`config.mk`:
```
export PLATFORM = sky130hd
export DESIGN_NAME = dual_stream_arbiter
export DESIGN_NICKNAME = d
export VERILOG_FILES = /design/src/rtl/dual_stream_arbiter_pkg.sv /design/src/rtl/dual_stream_arbiter_stream_out_reg.sv /design/src/rtl/dual_stream_arbiter.sv
export SDC_FILE = /design/constraint.sdc
export NUM_CORES = 1
export LEC_CHECK = 0
export CORE_MARGIN = 2
export CORE_UTILIZATION = 49
export CTS_BUF_LIST = sky130_fd_sc_hd__clkbuf_4 sky130_fd_sc_hd__clkbuf_8
export DETAILED_ROUTE_END_ITERATION = 10
export PLACE_DENSITY = 0.91
export SYNTH_ARGS = -nofsm -noshare
export SYNTH_HDL_FRONTEND = slang
export SYNTH_SLANG_ARGS = --single-unit
```
`constraint.sdc`:
```
create_clock -name clk -period 2.5 [get_ports clk]
set_clock_uncertainty 0.05 [all_clocks]
set_input_delay 0.5 -clock clk [delete_from_list [all_inputs] [get_ports clk]]
set_output_delay 0.5 -clock clk [all_outputs]
set_load 0.1 [all_outputs]
```
`src/rtl/dual_stream_arbiter_pkg.sv`:
```
// Shared types and constants for the dual-stream round-robin arbiter.
`timescale 1ns/1ps
package dual_stream_arbiter_pkg;

    typedef enum logic [1:0] {
        IDLE    = 2'd0,
        GRANT_A = 2'd1,
        GRANT_B = 2'd2
    } arb_state_t;

    localparam logic SRC_A = 1'b0;
    localparam logic SRC_B = 1'b1;

    // Burst counter is sized for the largest legal BURST_LEN (255).
    localparam int unsigned BURST_CNT_WIDTH = 8;

endpackage

```
`src/rtl/dual_stream_arbiter_stream_out_reg.sv`:
```
// One-entry registered output stage with valid/ready slot tracking.
// The slot is free when empty or when the current entry leaves this cycle.
`timescale 1ns/1ps
module stream_out_reg #(
    parameter int unsigned DATA_WIDTH = 8
) (
    input  logic                  clk,
    input  logic                  rst_n,
    input  logic                  load,
    input  logic [DATA_WIDTH-1:0] in_data,
    input  logic                  in_src,
    output logic                  slot_free,
    output logic [DATA_WIDTH-1:0] out_data,
    output logic                  out_src,
    output logic                  out_valid,
    input  logic                  out_ready
);

    logic [DATA_WIDTH-1:0] data_q;
    logic                  src_q;
    logic                  valid_q;

    assign slot_free = !valid_q || out_ready;
    assign out_data  = data_q;
    assign out_src   = src_q;
    assign out_valid = valid_q;

    // Capture an accepted beat; drop valid once the consumer takes it.
    always_ff @(posedge clk or negedge rst_n) begin
        if (!rst_n) begin
            data_q  <= '0;
            src_q   <= 1'b0;
            valid_q <= 1'b0;
        end else if (load) begin
            data_q  <= in_data;
            src_q   <= in_src;
            valid_q <= 1'b1;
        end else if (out_ready) begin
            valid_q <= 1'b0;
        end
    end

endmodule

```
`src/rtl/dual_stream_arbiter.sv`:
```
// Round-robin arbiter sharing one registered output stream between
// requesters A and B, with a bounded burst hold while the other waits.
// Optional transfer statistics: define DUAL_STREAM_ARBITER_STATS_EN.
`timescale 1ns/1ps
module dual_stream_arbiter
    import dual_stream_arbiter_pkg::*;
#(
    parameter int unsigned DATA_WIDTH = 8,
    parameter int unsigned BURST_LEN  = 4
`ifdef DUAL_STREAM_ARBITER_STATS_EN
    ,
    parameter int unsigned CNT_WIDTH  = 16
`endif
) (
    input  logic                  clk,
    input  logic                  rst_n,
    input  logic [DATA_WIDTH-1:0] in_a_data,
    input  logic                  in_a_valid,
    output logic                  in_a_ready,
    input  logic [DATA_WIDTH-1:0] in_b_data,
    input  logic                  in_b_valid,
    output logic                  in_b_ready,
    output logic [DATA_WIDTH-1:0] out_data,
    output logic                  out_src,
    output logic                  out_valid,
`ifdef DUAL_STREAM_ARBITER_STATS_EN
    input  logic                  out_ready,
    output logic [CNT_WIDTH-1:0]  grant_cnt_a,
    output logic [CNT_WIDTH-1:0]  grant_cnt_b
`else
    input  logic                  out_ready
`endif
);

    localparam logic [BURST_CNT_WIDTH:0]   BURST_LEN_EXT = (BURST_CNT_WIDTH + 1)'(BURST_LEN);
    localparam logic [BURST_CNT_WIDTH-1:0] BURST_MAX     = BURST_CNT_WIDTH'(BURST_LEN - 1);

    arb_state_t                 state_q, state_d;
    logic                       last_grant_q, last_grant_d;
    logic [BURST_CNT_WIDTH-1:0] burst_cnt_q, burst_cnt_d;
    logic [BURST_CNT_WIDTH:0]   cnt_inc;

    logic            slot_free;
    logic            xfer_a, xfer_b;
    logic            own_valid, other_valid, own_xfer, own_src;
    arb_state_t      other_state;
    logic [DATA_WIDTH-1:0] sel_data;

    assign in_a_ready = (state_q == GRANT_A) && slot_free;
    assign in_b_ready = (state_q == GRANT_B) && slot_free;
    assign xfer_a     = in_a_valid && in_a_ready;
    assign xfer_b     = in_b_valid && in_b_ready;
    assign sel_data   = xfer_b ? in_b_data : in_a_data;
    assign cnt_inc    = {1'b0, burst_cnt_q} + {{BURST_CNT_WIDTH{1'b0}}, 1'b1};

    stream_out_reg #(
        .DATA_WIDTH(DATA_WIDTH)
    ) u_out_reg (
        .clk      (clk),
        .rst_n    (rst_n),
        .load     (xfer_a || xfer_b),
        .in_data  (sel_data),
        .in_src   (xfer_b ? SRC_B : SRC_A),
        .slot_free(slot_free),
        .out_data (out_data),
        .out_src  (out_src),
        .out_valid(out_valid),
        .out_ready(out_ready)
    );

    // View the current grant as "own" vs "other" so both grant states share one rule set.
    always_comb begin
        own_valid   = in_a_valid;
        other_valid = in_b_valid;
        own_xfer    = xfer_a;
        own_src     = SRC_A;
        other_state = GRANT_B;
        if (state_q == GRANT_B) begin
            own_valid   = in_b_valid;
            other_valid = in_a_valid;
            own_xfer    = xfer_b;
            own_src     = SRC_B;
            other_state = GRANT_A;
        end
    end

    // Next-state: grant selection, burst limit and early release.
    always_comb begin
        state_d      = state_q;
        last_grant_d = last_grant_q;
        burst_cnt_d  = burst_cnt_q;
        unique case (state_q)
            IDLE: begin
                burst_cnt_d = '0;
                if (in_a_valid && in_b_valid) begin
                    state_d = (last_grant_q == SRC_B) ? GRANT_A : GRANT_B;
                end else if (in_a_valid) begin
                    state_d = GRANT_A;
                end else if (in_b_valid) begin
                    state_d = GRANT_B;
                end
            end
            GRANT_A, GRANT_B: begin
                if (own_xfer) begin
                    last_grant_d = own_src;
                    if (other_valid && (cnt_inc == BURST_LEN_EXT)) begin
                        state_d     = other_state;
                        burst_cnt_d = '0;
                    end else if (cnt_inc >= BURST_LEN_EXT) begin
                        // Uncontended owner keeps the grant; hold the count at its limit.
                        burst_cnt_d = BURST_MAX;
                    end else begin
                        burst_cnt_d = cnt_inc[BURST_CNT_WIDTH-1:0];
                    end
                end else if (!own_valid) begin
                    state_d     = other_valid ? other_state : IDLE;
                    burst_cnt_d = '0;
                end
            end
            default: begin
                state_d     = IDLE;
                burst_cnt_d = '0;
            end
        endcase
    end

    // Arbitration state registers; reset makes A the first winner.
    always_ff @(posedge clk or negedge rst_n) begin
        if (!rst_n) begin
            state_q      <= IDLE;
            last_grant_q <= SRC_B;
            burst_cnt_q  <= '0;
        end else begin
            state_q      <= state_d;
            last_grant_q <= last_grant_d;
            burst_cnt_q  <= burst_cnt_d;
        end
    end

`ifdef DUAL_STREAM_ARBITER_STATS_EN
    logic [CNT_WIDTH-1:0] grant_cnt_a_q, grant_cnt_b_q;

    assign grant_cnt_a = grant_cnt_a_q;
    assign grant_cnt_b = grant_cnt_b_q;

    // Free-running, wrapping counts of accepted transfers per requester.
    always_ff @(posedge clk or negedge rst_n) begin
        if (!rst_n) begin
            grant_cnt_a_q <= '0;
            grant_cnt_b_q <= '0;
        end else begin
            if (xfer_a) grant_cnt_a_q <= grant_cnt_a_q + {{(CNT_WIDTH-1){1'b0}}, 1'b1};
            if (xfer_b) grant_cnt_b_q <= grant_cnt_b_q + {{(CNT_WIDTH-1){1'b0}}, 1'b1};
        end
    end
`endif

endmodule
```
## Yosys cells after proc, flatten, opt, wreduce, memory -nomap -nowiden

Cells that the tools add are included.

| cells by class | value |
|---|---|
| $lt $le $gt $ge | 1 |
| $add $sub $neg | 1 |
| muxes and demuxes | 23 |
| eq/ne operators | 6 |
| reduce and logical (&&, ||, !) cells | 14 |

Operator list:

| operator | number |
|---|---|
| 8-bit 2-to-1 mux | 6 |
| 2-bit 2-to-1 mux | 9 |
| 8-bit by 1-bit adder with 9-bit output (second input constant) | 1 |
| 9-bit by 3-bit == test with 1-bit output (second input constant) | 1 |
| 9-bit by 3-bit greater-or-equal comparator with 1-bit output (second input constant) | 1 |
| 1-bit 2-to-1 mux | 7 |
| 1-bit logical AND | 6 |
| 3-bit != test (second input constant) | 2 |
| 4-bit != test (second input constant) | 1 |
| 2-bit one-hot mux with 2 select lines | 1 |
| 3-bit AND reduction | 1 |
| 2-bit by 1-bit == test with 1-bit output (second input constant) | 1 |
| 2-bit == test (second input constant) | 1 |
| 2-bit logical NOT | 1 |
| 1-bit logical OR | 2 |
| 2-bit AND reduction | 1 |
| 2-bit nonzero test | 1 |
| 2-bit OR reduction | 1 |
| 1-bit logical NOT | 1 |

| word-level totals | value |
|---|---|
| input bits | 21 |
| output and inout port bits | 12 |
| flip-flop bits (word level) | 21 |
| word-level logic and storage cells | 51 |

## Longest topological paths before layout

Gate-level depths: netlist of run 1.

| depth | value |
|---|---|
| depth after elaboration | 7 |
| depth in mapped cells | 7 |
| mapped depth without buffers | 7 |

## Modules after synthesis

From an unflattened synthesis of run 1, not the netlist that was laid out.

| unflattened totals | value |
|---|---|
| cells, all modules | 115 |
| area, all modules | 1,295.0 um^2 |

By module, submodules not included:

| module | sequential area each (um^2) | area an instance (um^2) | cells each | instances |
|---|---|---|---|---|
| dual_stream_arbiter | 276.5 | 885.8 | 93 | 1 |
| stream_out_reg | 250.2 | 409.1 | 22 | 1 |

## Worst setup path after synthesis of run 1

OpenSTA, ideal clock, no wires.

| timing path | value |
|---|---|
| path kind | register to register |
| from | reg u_out_reg.valid_q, in the netlist u_out_reg.out_valid |
| to | reg u_out_reg.data_q[2], in the netlist u_out_reg.out_data[2] |
| period minus slack after synthesis | 3,100 ps |
| stages on the path, launching flop included | 6 |
| arrival | 2,967 ps |
| setup time | 83 ps |
| data required time | 2,367 ps |
| path slack | -600 ps |
| buffers on the path | 0 |
| path through | dfrtp_1 -> nor2b_1 -> nor2_1 -> nand2_1 -> mux2i_1 -> o21ai_0 |

| on the way | value |
|---|---|
| word-level cells in the longest chain between the ends | 5 |
| elaborated cells between the ends (all ways) | 8 |
| classes of those cells | mux: 1; reduce/logical: 7 |

RTL lines:

| item | line | RTL |
|---|---|---|
| from (decl) | dual_stream_arbiter_stream_out_reg.sv:21 | `logic valid_q;` |
| from (signal assigned) | dual_stream_arbiter_stream_out_reg.sv:33 | `valid_q <= 1'b0;` |
| from (signal assigned) | dual_stream_arbiter_stream_out_reg.sv:37 | `valid_q <= 1'b1;` |
| from (signal assigned) | dual_stream_arbiter_stream_out_reg.sv:39 | `valid_q <= 1'b0;` |
| 1-bit logical NOT | dual_stream_arbiter_stream_out_reg.sv:23 | `assign slot_free = !valid_q \|\| out_ready;` |
| 1-bit logical OR | dual_stream_arbiter_stream_out_reg.sv:23 |  |
| 1-bit logical AND | dual_stream_arbiter.sv:49 | `assign in_a_ready = (state_q == GRANT_A) && slot_free;` |
| named net in_a_ready | dual_stream_arbiter.sv:19 | `output logic in_a_ready,` |
| 1-bit logical AND | dual_stream_arbiter.sv:51 | `assign xfer_a = in_a_valid && in_a_ready;` |
| 1-bit logical OR | dual_stream_arbiter.sv:61 | `.load (xfer_a \|\| xfer_b),` |
| to (signal assigned) | dual_stream_arbiter_stream_out_reg.sv:35 | `data_q <= in_data;` |
| to (decl) | dual_stream_arbiter_stream_out_reg.sv:19 | `logic [DATA_WIDTH-1:0] data_q;` |

The timed path passes the listed nets, and every way through them passes these cells.
A chain may end at the register's enable or synchronous reset.

## Final worst setup path of run 1

| timing path | value |
|---|---|
| from | in out_ready |
| to | out in_a_ready |

| on the way | value |
|---|---|
| word-level cells in the longest chain between the ends | 2 |

RTL lines:

| item | line | RTL |
|---|---|---|
| from (decl) | dual_stream_arbiter.sv:31 | `input logic out_ready` |
| 1-bit logical OR | dual_stream_arbiter_stream_out_reg.sv:23 |  |
| 1-bit logical AND | dual_stream_arbiter.sv:49 |  |
| to (decl) | dual_stream_arbiter.sv:19 |  |

Every way passes these cells.

==> impl_metrics.yaml, run 1 <==
synth:
  ys_types: 37
  synth_area_leader_cell: "dfrtp_1"
  ys_seq_area_share_pct: 44.4
  syn_nets: 144
  synth.most_common_cell: "dfrtp_1"
  synth_enable_flop_cells: 0
  synth.area.top_cells: "dfrtp_1 (42%), mux2i_1 (6.7%), ha_1 (5.3%), a21oi_1 (4.2%), nor2_1 (4.1%)"
  synth_commonest_cells: "dfrtp_1 (20), nor2_1 (13), a21oi_1 (10)"
  postSynth.topFlopCell: "dfrtp_1"
  ys_async_sr_fraction_pct: 100
  avgSynthCellArea_um2: 10.1
  synth_top_cell_area_share_pct: 42.1
  netlist_area_mm2: 0.00119
  yosysWarnings: 0
  ys_ff_latch: 21
  syn_inst: 118
global_routing:
  grt_pass1_vias: 991
  antenna_found_initial: 0
  grt_max_degree: 16
  grt_first_pass_wirelength_um: 4300
  track_usage_pct: 20.9
  overflow: 0
worst_setup_path:
  critPathArrivalTime_ns: 1.66
  cp_slowest_cell: "clkdlybuf4s50_1"
  rr_startpoint: "state_q[0]"
  cp_max_fo: 5
  end_kind: "primary output"
  cpLargestDelayFamily: "buffers and inverters"
  cp_cell_sequence: "clkdlybuf4s50_1 > nor2b_1 > nor2_4 > buf_12"
  critPathMaxStageDelay_ns: 0.43
  cp_data_required_time_ns: 1.95
  startpoint_type: "input pin"
  worstSetupStartpoint: "out_ready"
  path_class: "in2out"
  cp_num_buf_inv: 2
drt:
  wirelength_um: 2550
  drt_iter0_markers: 18
  wl_per_cell_um: 13.9
  ant_nets: 0
  top_layer_used: "met4"
  wl_met3_um: 84
  first_pass_iters: 4
  wl_met1_um: 1130
  vias: 1026
  drc: 0
  routed-wl-met2_um: 1280
  viasPerCell: 5.61
timing:
  period_minus_slack_ns: 2.21
  finalMaxSlewViolations: 0
  holdWs_ns: 0.476
  post-route-period-util_pct: 88.3
  rsz0062_at_grt: "false"
  finalSetupViolCount: 0
  tns_ns: 0
  max_freq_mhz: 453
  worstMarginPinSlew_ns: 0.634
  slew_headroom_pct: 57.6
  finalHoldViolCount: 0
layout:
  fillers: 180
  final_util_pct: 70.4
  fin_cells: 183
  syn_to_final_growth_pct: 33.6
  antenna_cells: 0
  drive_above_1_share_pct: 20.6
  nets: 182
placed_design:
  placed_cells: 179
  place.gp.congestion: 0.827
  dp_hpwl_um: 2030
  port_buffers: 32
hold_path:
  hp-start: "u_out_reg.out_src"
  hp-class: "reg2reg"
floorplanning:
  die_h_um: 53.2
  start_util_pct: 52.7
  core_mm2: 0.00225
  dieArea_mm2: 0.00283
  row_count: 17
  die_width_um: 53.2
  ios: 33
cts:
  cts_made_buffers: 3
  postCtsHoldBufs: 0
  clockRootBuffer: "clkbuf_4"
  cts_buffer_depth: 2
  cts_setup_buffers: 0
  clk_latency_ns: 0.31
  htree_num_levels: 1
  cts_sinks: 21
  ctsResizeCount: 0
  tritoncts: "yes"
  clk_pin_slew_ns: 0.12
pwr:
  power_mw: 2.15
  p_sw_mw: 1.21
  power_report.internal_total_mw: 0.940
  ir_drop_uv: 1600
  power.share.clock_pct: 7.6
  sw_frac_of_total_pct: 56.4
  comb_power_share_pct: 67.8
  powerDensity_mw_per_mm2: 1360
  seqPwrFrac_pct: 24.5
  leakagePower_nw: 0.718
status:
  status: "finished, final reports clean"
flow_run:
  max_cap_violations: 0
==> power by group through the flow <==
stage	Sequential (mW)	Clock [mW]	Combinational (mW)
2_1_floorplan	1.08	0	0.555
4_1_cts	0.527	0.174	1.47
5_1_grt	0.543	0.186	1.53
6_report	0.529	0.165	1.46
3_5_place_dp	0.534	0	1.46
3_3_place_gp	0.528	0	1.44
==> final timing paths <==
kind | depth (start not counted) | slack, ns | to
setup / recovery | 4 | 0.29 | in_a_ready
hold / removal | 1 | 0.48 | u_out_reg.out_src
setup reg to reg | 7 | 0.34 | state_q[1]
hold reg to reg | 1 | 0.48 | u_out_reg.out_src
max in group asynchronous | 2 | 1.32 | burst_cnt_q[0]
min in group asynchronous | 1 | 0.51 | u_out_reg.out_data[2]
==> registers in the layout, indices dropped and copies added (netlist names) <==
| register | cells |
|---|---|
| u_out_reg.out_data | 8 |
| u_out_reg.out_src | 1 |
| last_grant_q | 1 |
| u_out_reg.out_valid | 1 |
| burst_cnt_q | 8 |
| state_q | 2 |
==> layer usage <==
layer	track usage, %	up-vias
met5	0	-
li1	-	499
met3	2.54	5
met2	37.4	27
met4	8.97	0
met1	24.9	495
==> through the flow <==
step | instance area (um2) | setup slack (ns)
after global placement | 1560 | 0.226
after CTS | 1590 | 0.299
after floorplan | 1190 | 0.238
final | 1590 | 0.293
after global routing | 1590 | 0.225
after detailed placement | 1560 | 0.197
==> logic make-up (layout without fill, tap and decap cells) <==
family          Yosys count  count (layout)  share of synthesized area [%]
simple gates             43              43                           19.6
buf+inv                   7              44                           2.63
compound gates           30              30                           17.6
fa+ha+maj                 5               5                           5.27
mux                      12              12                           10.5
flops                    21              21                           44.4
==> layout by cell type, fill, tap and decap left out, drive strengths merged, types with 4 or more instances in the layout <==
cell type / count
and2: 7
inv: 4
ha: 5
nand3: 5
buf: 16
dfrtp: 20
nor2: 13
clkdlybuf4s50: 20
mux2: 4
a21oi: 12
o21ai: 4
mux2i: 8
nand2: 7
==> final cells by class <==
cell class	instances	area [um2]	share of cell area, %
well taps	28	35.0	2.21
multi-input cells	90	637	40.1
clock buffers	3	22.5	1.42
clock inverters	1	5.00	0.315
flip-flops and latches	21	527	33.2
inverters	4	15.0	0.946
repair buffers	36	345	21.8
No activity file was read; power rests on OpenSTA's default activity.
==> run 2, diff against run 1 <==
SLEW_MARGIN = 20   (was default)
==> results of run 2 <==
No change in the layout: final DEF, timing and power equal those of run 1.
==> run 3, diff against run 2 <==
ABC_CLOCK_PERIOD_IN_PS = 2500   (was default)
==> results of run 3 <==
No change in the layout: final DEF, timing and power equal those of run 1.
